[src/rtl/ibex_pmp_arb.sv]
// Round-robin arbiter that shares one PMP check channel among several requesters,
// with a two-stage pipeline and a quiesce handshake for PMP configuration updates.
module ibex_pmp_arb #(
  parameter int NumReq = 2,
  parameter int AddrW  = 34
) (
  input  logic                    clk_i,
  input  logic                    rst_ni,
  input  logic [NumReq-1:0]       req_valid_i,
  output logic [NumReq-1:0]       req_ready_o,
  input  logic [NumReq*AddrW-1:0] req_addr_i,
  input  logic [NumReq*2-1:0]     req_type_i,
  input  logic [NumReq*2-1:0]     req_priv_i,
  output logic [NumReq-1:0]       rsp_valid_o,
  output logic                    rsp_err_o,
  output logic [AddrW-1:0]        chk_addr_o,
  output logic [1:0]              chk_type_o,
  output logic [1:0]              chk_priv_o,
  input  logic                    chk_err_i,
  input  logic                    cfg_upd_req_i,
  output logic                    cfg_upd_ack_o
);

  localparam int IdxW = (NumReq > 2) ? 2 : 1;

  localparam logic [1:0] RUN   = 2'd0;
  localparam logic [1:0] DRAIN = 2'd1;
  localparam logic [1:0] HOLD  = 2'd2;

  logic [1:0]      state_reg, state_next;
  logic [IdxW-1:0] ptr_reg, ptr_next;
  logic [IdxW-1:0] grant_idx, cand_idx;
  logic            grant_any, accept;

  logic             s1_valid_reg;
  logic [IdxW-1:0]  s1_idx_reg;
  logic [AddrW-1:0] s1_addr_reg;
  logic [1:0]       s1_type_reg, s1_priv_reg;

  logic             s2_valid_reg;
  logic [IdxW-1:0]  s2_idx_reg;
  logic             s2_err_reg;

  logic [AddrW-1:0] addr_arr [NumReq];
  logic [1:0]       type_arr [NumReq];
  logic [1:0]       priv_arr [NumReq];

  generate
    for (genvar gi = 0; gi < NumReq; gi++) begin : g_unpack
      assign addr_arr[gi] = req_addr_i[gi*AddrW +: AddrW];
      assign type_arr[gi] = req_type_i[gi*2 +: 2];
      assign priv_arr[gi] = req_priv_i[gi*2 +: 2];
    end
  endgenerate

  // Scan downwards so the candidate nearest the pointer is the last one to win.
  always_comb begin
    grant_any = 1'b0;
    grant_idx = '0;
    cand_idx  = '0;
    for (int k = NumReq - 1; k >= 0; k--) begin
      cand_idx = IdxW'((int'(ptr_reg) + k) % NumReq);
      if (req_valid_i[cand_idx]) begin
        grant_any = 1'b1;
        grant_idx = cand_idx;
      end
    end
  end

  assign accept      = grant_any && (state_reg == RUN) && rst_ni && !cfg_upd_req_i;
  assign req_ready_o = accept ? (NumReq'(1) << grant_idx) : '0;
  assign ptr_next    = (grant_idx == IdxW'(NumReq - 1)) ? '0 : grant_idx + 1'b1;

  always_comb begin
    state_next = state_reg;
    case (state_reg)
      RUN:     if (cfg_upd_req_i) state_next = s1_valid_reg ? DRAIN : HOLD;
      DRAIN:   if (!s1_valid_reg) state_next = HOLD;
      HOLD:    if (!cfg_upd_req_i) state_next = RUN;
      default: state_next = RUN;
    endcase
  end

  always_ff @(posedge clk_i) begin
    if (!rst_ni) begin
      state_reg    <= RUN;
      ptr_reg      <= '0;
      s1_valid_reg <= 1'b0;
      s1_idx_reg   <= '0;
      s1_addr_reg  <= '0;
      s1_type_reg  <= '0;
      s1_priv_reg  <= '0;
      s2_valid_reg <= 1'b0;
      s2_idx_reg   <= '0;
      s2_err_reg   <= 1'b0;
    end else begin
      state_reg    <= state_next;
      s1_valid_reg <= accept;
      if (accept) begin
        ptr_reg     <= ptr_next;
        s1_idx_reg  <= grant_idx;
        s1_addr_reg <= addr_arr[grant_idx];
        s1_type_reg <= type_arr[grant_idx];
        s1_priv_reg <= priv_arr[grant_idx];
      end
      // The checker result belongs to whatever S1 presents this cycle.
      s2_valid_reg <= s1_valid_reg;
      s2_idx_reg   <= s1_idx_reg;
      s2_err_reg   <= chk_err_i;
    end
  end

  assign chk_addr_o    = s1_valid_reg ? s1_addr_reg : '0;
  assign chk_type_o    = s1_valid_reg ? s1_type_reg : '0;
  assign chk_priv_o    = s1_valid_reg ? s1_priv_reg : '0;
  assign rsp_valid_o   = s2_valid_reg ? (NumReq'(1) << s2_idx_reg) : '0;
  assign rsp_err_o     = s2_valid_reg && s2_err_reg;
  assign cfg_upd_ack_o = (state_reg == HOLD);

endmodule

[config.mk]
export PLATFORM = sky130hd
export DESIGN_NAME = ibex_pmp_arb
export DESIGN_NICKNAME = d
export VERILOG_FILES = /design/src/rtl/ibex_pmp_arb.sv
export SDC_FILE = /design/constraint.sdc
export NUM_CORES = 1
export LEC_CHECK = 0
export ABC_AREA = 1
export BUFFER_PORTS_ARGS = -buffer_cell sky130_fd_sc_hd__buf_2
export CORE_ASPECT_RATIO = 0.9
export CORE_MARGIN = 4
export CORE_UTILIZATION = 49
export CTS_CLUSTER_SIZE = 16
export DETAILED_ROUTE_END_ITERATION = 12
export MAX_ROUTING_LAYER = met4
export PLACE_DENSITY = 0.86
export SKIP_CTS_REPAIR_TIMING = 1
export SLEW_MARGIN = 20
export SYNTH_ARGS = -nofsm -noshare
export SYNTH_HDL_FRONTEND = slang
export SYNTH_SLANG_ARGS = --single-unit
[constraint.sdc]
create_clock -name clk_i -period 2.74 [get_ports clk_i]
set_input_delay 0.274 -clock clk_i [delete_from_list [all_inputs] [get_ports clk_i]]
set_output_delay 0.274 -clock clk_i [all_outputs]
set_load 0.05 [all_outputs]
# Word-level counts from Yosys, hierarchy flattened
# Cells that the tools add are included.
# W data, S select, Z words.
# totals
ff_bits,46
input_bits,82
output_inout_bits,44
wordCells,58
# op_classes
add_sub_neg,2
magnitude_cmp,3
eq_ne,5
shift,2
mux,28
bitwise,1
reduce_logical,7
# op_table
op,count
$mux W34,4
$mux W2,14
$mux W1,9
$ne A2 B2 Y1 const B,3
$pmux W2 S3,1
$logic_and A1 B1 Y1,4
$lt A1 B2 Y1 const B,2
$shl A1 B1 Y2 const A,2
$reduce_and A3 Y1,1
$add A1 B1 Y1 const B,2
$eq A2 B1 Y1 const B,1
$eq A2 B2 Y1 const B,1
$ge A2 B2 Y1 const B,1
$logic_not A2 Y1,1
$not A1 Y2,1
$logic_not A1 Y1,1

# Logic depth before layout (Yosys ltp)
# logic_depth
ltp_word,9
ltp_mapped,8

# Worst setup path after synthesis
# No wires, ideal clock.
# synth_timing
path_type,reg2out
start,reg ptr_reg
end,out req_ready_o[1]
t_arrival_ns,1.390
path_slack_ns,1.076
path_stages_with_launch,6
n_path_buf,1
path_cell_list,dfxtp_1 inv_1 nand2_1 nand2_1 clkbuf_1 nor2_1
# synth_via
elab_chain_len,9
word_cells_on_any_way,14
cone_classes,1 x add/sub; 1 x shift; 9 x mux; 3 x reduce/logical
# synth_lines
item,line_no,source
"start, declared",31,"logic [IdxW-1:0] ptr_reg, ptr_next;"
"start signal, assigned",100,ptr_reg <= ptr_next;
$add A1 B1 Y1,62,cand_idx = IdxW'((int'(ptr_reg) + k) % NumReq);
$mux W1 (implied by the code) (2 in series),63,if (req_valid_i[cand_idx]) begin
$mux W1 (2 in series),63,
$logic_and A1 B1 Y1 (3 in series),70,assign accept = grant_any && (state_reg == RUN) && rst_ni && !cfg_upd_req_i;
$mux W2 (*),71,assign req_ready_o = accept ? (NumReq'(1) << grant_idx) : '0;
"end, declared",10,"output logic [NumReq-1:0] req_ready_o,"
# Every way passes the cells marked *; elsewhere a longest branch is shown, timed or not. The select of a mux whose other input is x is not followed.

# Worst setup path after layout
# layout_timing
start,in rst_ni
end,out req_ready_o[0]
# layout_via
elab_chain_len,3
# layout_lines
item,line_no,source
"start, declared",8,"input logic rst_ni,"
$logic_and A1 B1 Y1 (2 in series),70,
$mux W2,71,
# Every way passes these cells.

==> results.json <==
{
  "core_um2": 4860,
  "synthArstFlopShare_pct": 0,
  "path_max_fanout": 39,
  "grt_max_degree": 40,
  "syn_area_per_cell_um2": 5.97,
  "leakage_nw": 1.97,
  "clock_skew_ps": 8.20,
  "worstMarginPinSlew_ps": 644,
  "cp-start-kind": "primary input",
  "n_antenna_cell": 0,
  "start_util_pct": 50.8,
  "cap_violations": 0,
  "max_slew_margin_pct": 57.0,
  "antenna_left": 0,
  "slew_viol_final": 0,
  "drive_gt1_share_pct": 27.5,
  "fin_util_pct": 65.3,
  "dp_hpwl_um": 4790,
  "seq_area_um2": 921,
  "whs_ps": 159,
  "required_ps": 2470,
  "row_count": 24,
  "crit_path_start": "rst_ni",
  "ir_drop_mv": 0.303,
  "criticalPathCategory": "primary input to output port",
  "synth.area.top_cells": "dfxtp_1 (37%), nand2_1 (30%), a21oi_1 (7.9%), nand3_1 (7.7%), inv_1 (7.4%)",
  "drt_iter0_drc": 127,
  "yosys_warnings": 0,
  "clock-sinks": 46,
  "wl_per_cell_um": 11.2,
  "finalSetupViolCount": 0,
  "vias": 2809,
  "clock-root-buffer": "clkbuf_8",
  "synth_nets": 496,
  "multi_input_area_um2": 1210,
  "grt_first_pass_wirelength_um": 10600,
  "status": "complete, no violations",
  "synth-edff-count": 0,
  "clockBufferDepth": 2,
  "largest_reg_flops": 34,
  "synthFlopType": "dfxtp_1",
  "yosys_register_bits": 46,
  "via_per_inst": 4.74,
  "die_h_um": 75.4,
  "post-route-period-util_pct": 75.4,
  "h-tree-depth": 2,
  "cts_tree": "yes",
  "drt_wl_total_um": 6600,
  "die_x_um": 82.8,
  "gp_congestion": 0.783,
  "yosysTopAreaCell": "dfxtp_1",
  "io_buffers": 125,
  "clk_pin_slew_ps": 90,
  "rsz0062_at_grt": "false",
  "finalCriticalPeriod_ps": 2070,
  "end_kind": "output port",
  "dieArea_um2": 6240,
  "nNetsFinal": 608,
  "finalHoldViolCount": 0,
  "p_per_area_nw_per_um2": 445,
  "r2r_start": "state_reg[1]",
  "fillers": 487,
  "holdCritPathClass": "primary input to flip-flop",
  "route.detailed.drc": 0,
  "synth_cells": 414,
  "setup_tns_ps": 0,
  "areaGrowthSynthToFinish_pct": 28.6,
  "syn_area_um2": 2470,
  "fmax_mhz": 484,
  "grt_pass1_vias": 2472,
  "cp.arrival_ps": 1790,
  "drtPass1Iterations": 4,
  "io_pins": 126,
  "synth-seq-area-share_pct": 37.3,
  "antenna_found_initial": 0,
  "clk_latency_ps": 290,
  "synth.top_cell.area_share_pct": 37.3,
  "hold_start": "chk_err_i",
  "synth_cell_types": 16,
  "overflow": 0,
  "grt_util_all_layers_pct": 21.2,
  "cts-buffers-inserted": 5
}
==> final timing paths <==
kind,to,slack (ps),cells past startpoint
worst max register to register,s1_addr_reg[14],1150,6
worst min-delay path,s2_err_reg,160,3
worst min register to register,s2_idx_reg,440,2
worst max-delay path,req_ready_o[0],670,8
==> metrics by stage <==
| step | instance area, um2 | total power (W) | setup WS [ps] | std cells |
|---|---|---|---|---|
| floorplan | 2470 | 0.000915 | 1080 | 414 |
| global placement | 3080 | 0.00100 | 731 | 584 |
| detailed placement | 3080 | 0.00101 | 670 | 584 |
| CTS | 3180 | 0.00143 | 671 | 592 |
| global route | 3180 | 0.00150 | 516 | 592 |
| finish | 3180 | 0.00141 | 674 | 592 |
==> synth_stat cells (2+ instances only) <==
cell,count
a21oi_1,39
buf_2,10
buf_4,2
buf_6,4
clkbuf_1,12
dfxtp_1,46
inv_1,49
nand2_1,199
nand3_1,38
nor2_1,6
nor2_2,2
o21ai_0,3
==> cell type report <==
class	count	share of cell area [%]
multi-input combinational	290	38.0
clock inverter	2	0.394
timing repair buffer	133	21.6
sequential	46	29.0
inverter	50	5.91
clock buffer	6	2.60
tap	65	2.56
==> power by group <==
part / switching, W / internal [W] / leakage [nW]
sequential: 0.0000156 / 0.000699 / 0.375
combinational: 0.000174 / 0.000105 / 1.55
clock: 0.000218 / 0.000203 / 0.0472
total: 0.000407 / 0.00101 / 1.97
==> metal layers <==
| metal | up-vias | GRT usage [%] | routed length (um) |
|---|---|---|---|
| met5 | - | - | 0 |
| met4 | 0 | 5.63 | 80 |
| met3 | 7 | 3.68 | 478 |
| met2 | 90 | 37.7 | 3210 |
| met1 | 1242 | 25.3 | 2830 |
| li1 | 1470 | - | - |
==> cells in the final DEF (no fill, tap or decap) <==
cell,netlist,final
inv_1,49,49
nor2_1,6,6
buf_2,10,125
clkbuf_8,0,6
nand3b_1,1,1
inv_2,1,1
dfxtp_1,46,46
buf_4,2,8
nand3_1,38,38
nor2_2,2,2
clkinvlp_4,0,1
nand2_1,199,199
a21oi_1,39,39
nor2_4,1,1
o21ai_0,3,3
nor3_1,1,1
clkinv_2,0,1
==> cells by family after synthesis <==
family          count (synthesis)  share of synthesized area, %
simple gates                  248                          40.3
buf+inv                        78                          13.9
flops                          46                          37.3
compound gates                 42                          8.51
==> worst max-delay path, cell delays in order <==
cell     delay [ps]
buf_2           140
inv_2           260
nor2_2          190
nand2_1         100
nor2_4          360
nand2_1         120
inv_1            80
buf_2           260
Note: power is estimated with default switching activity, not from simulation.
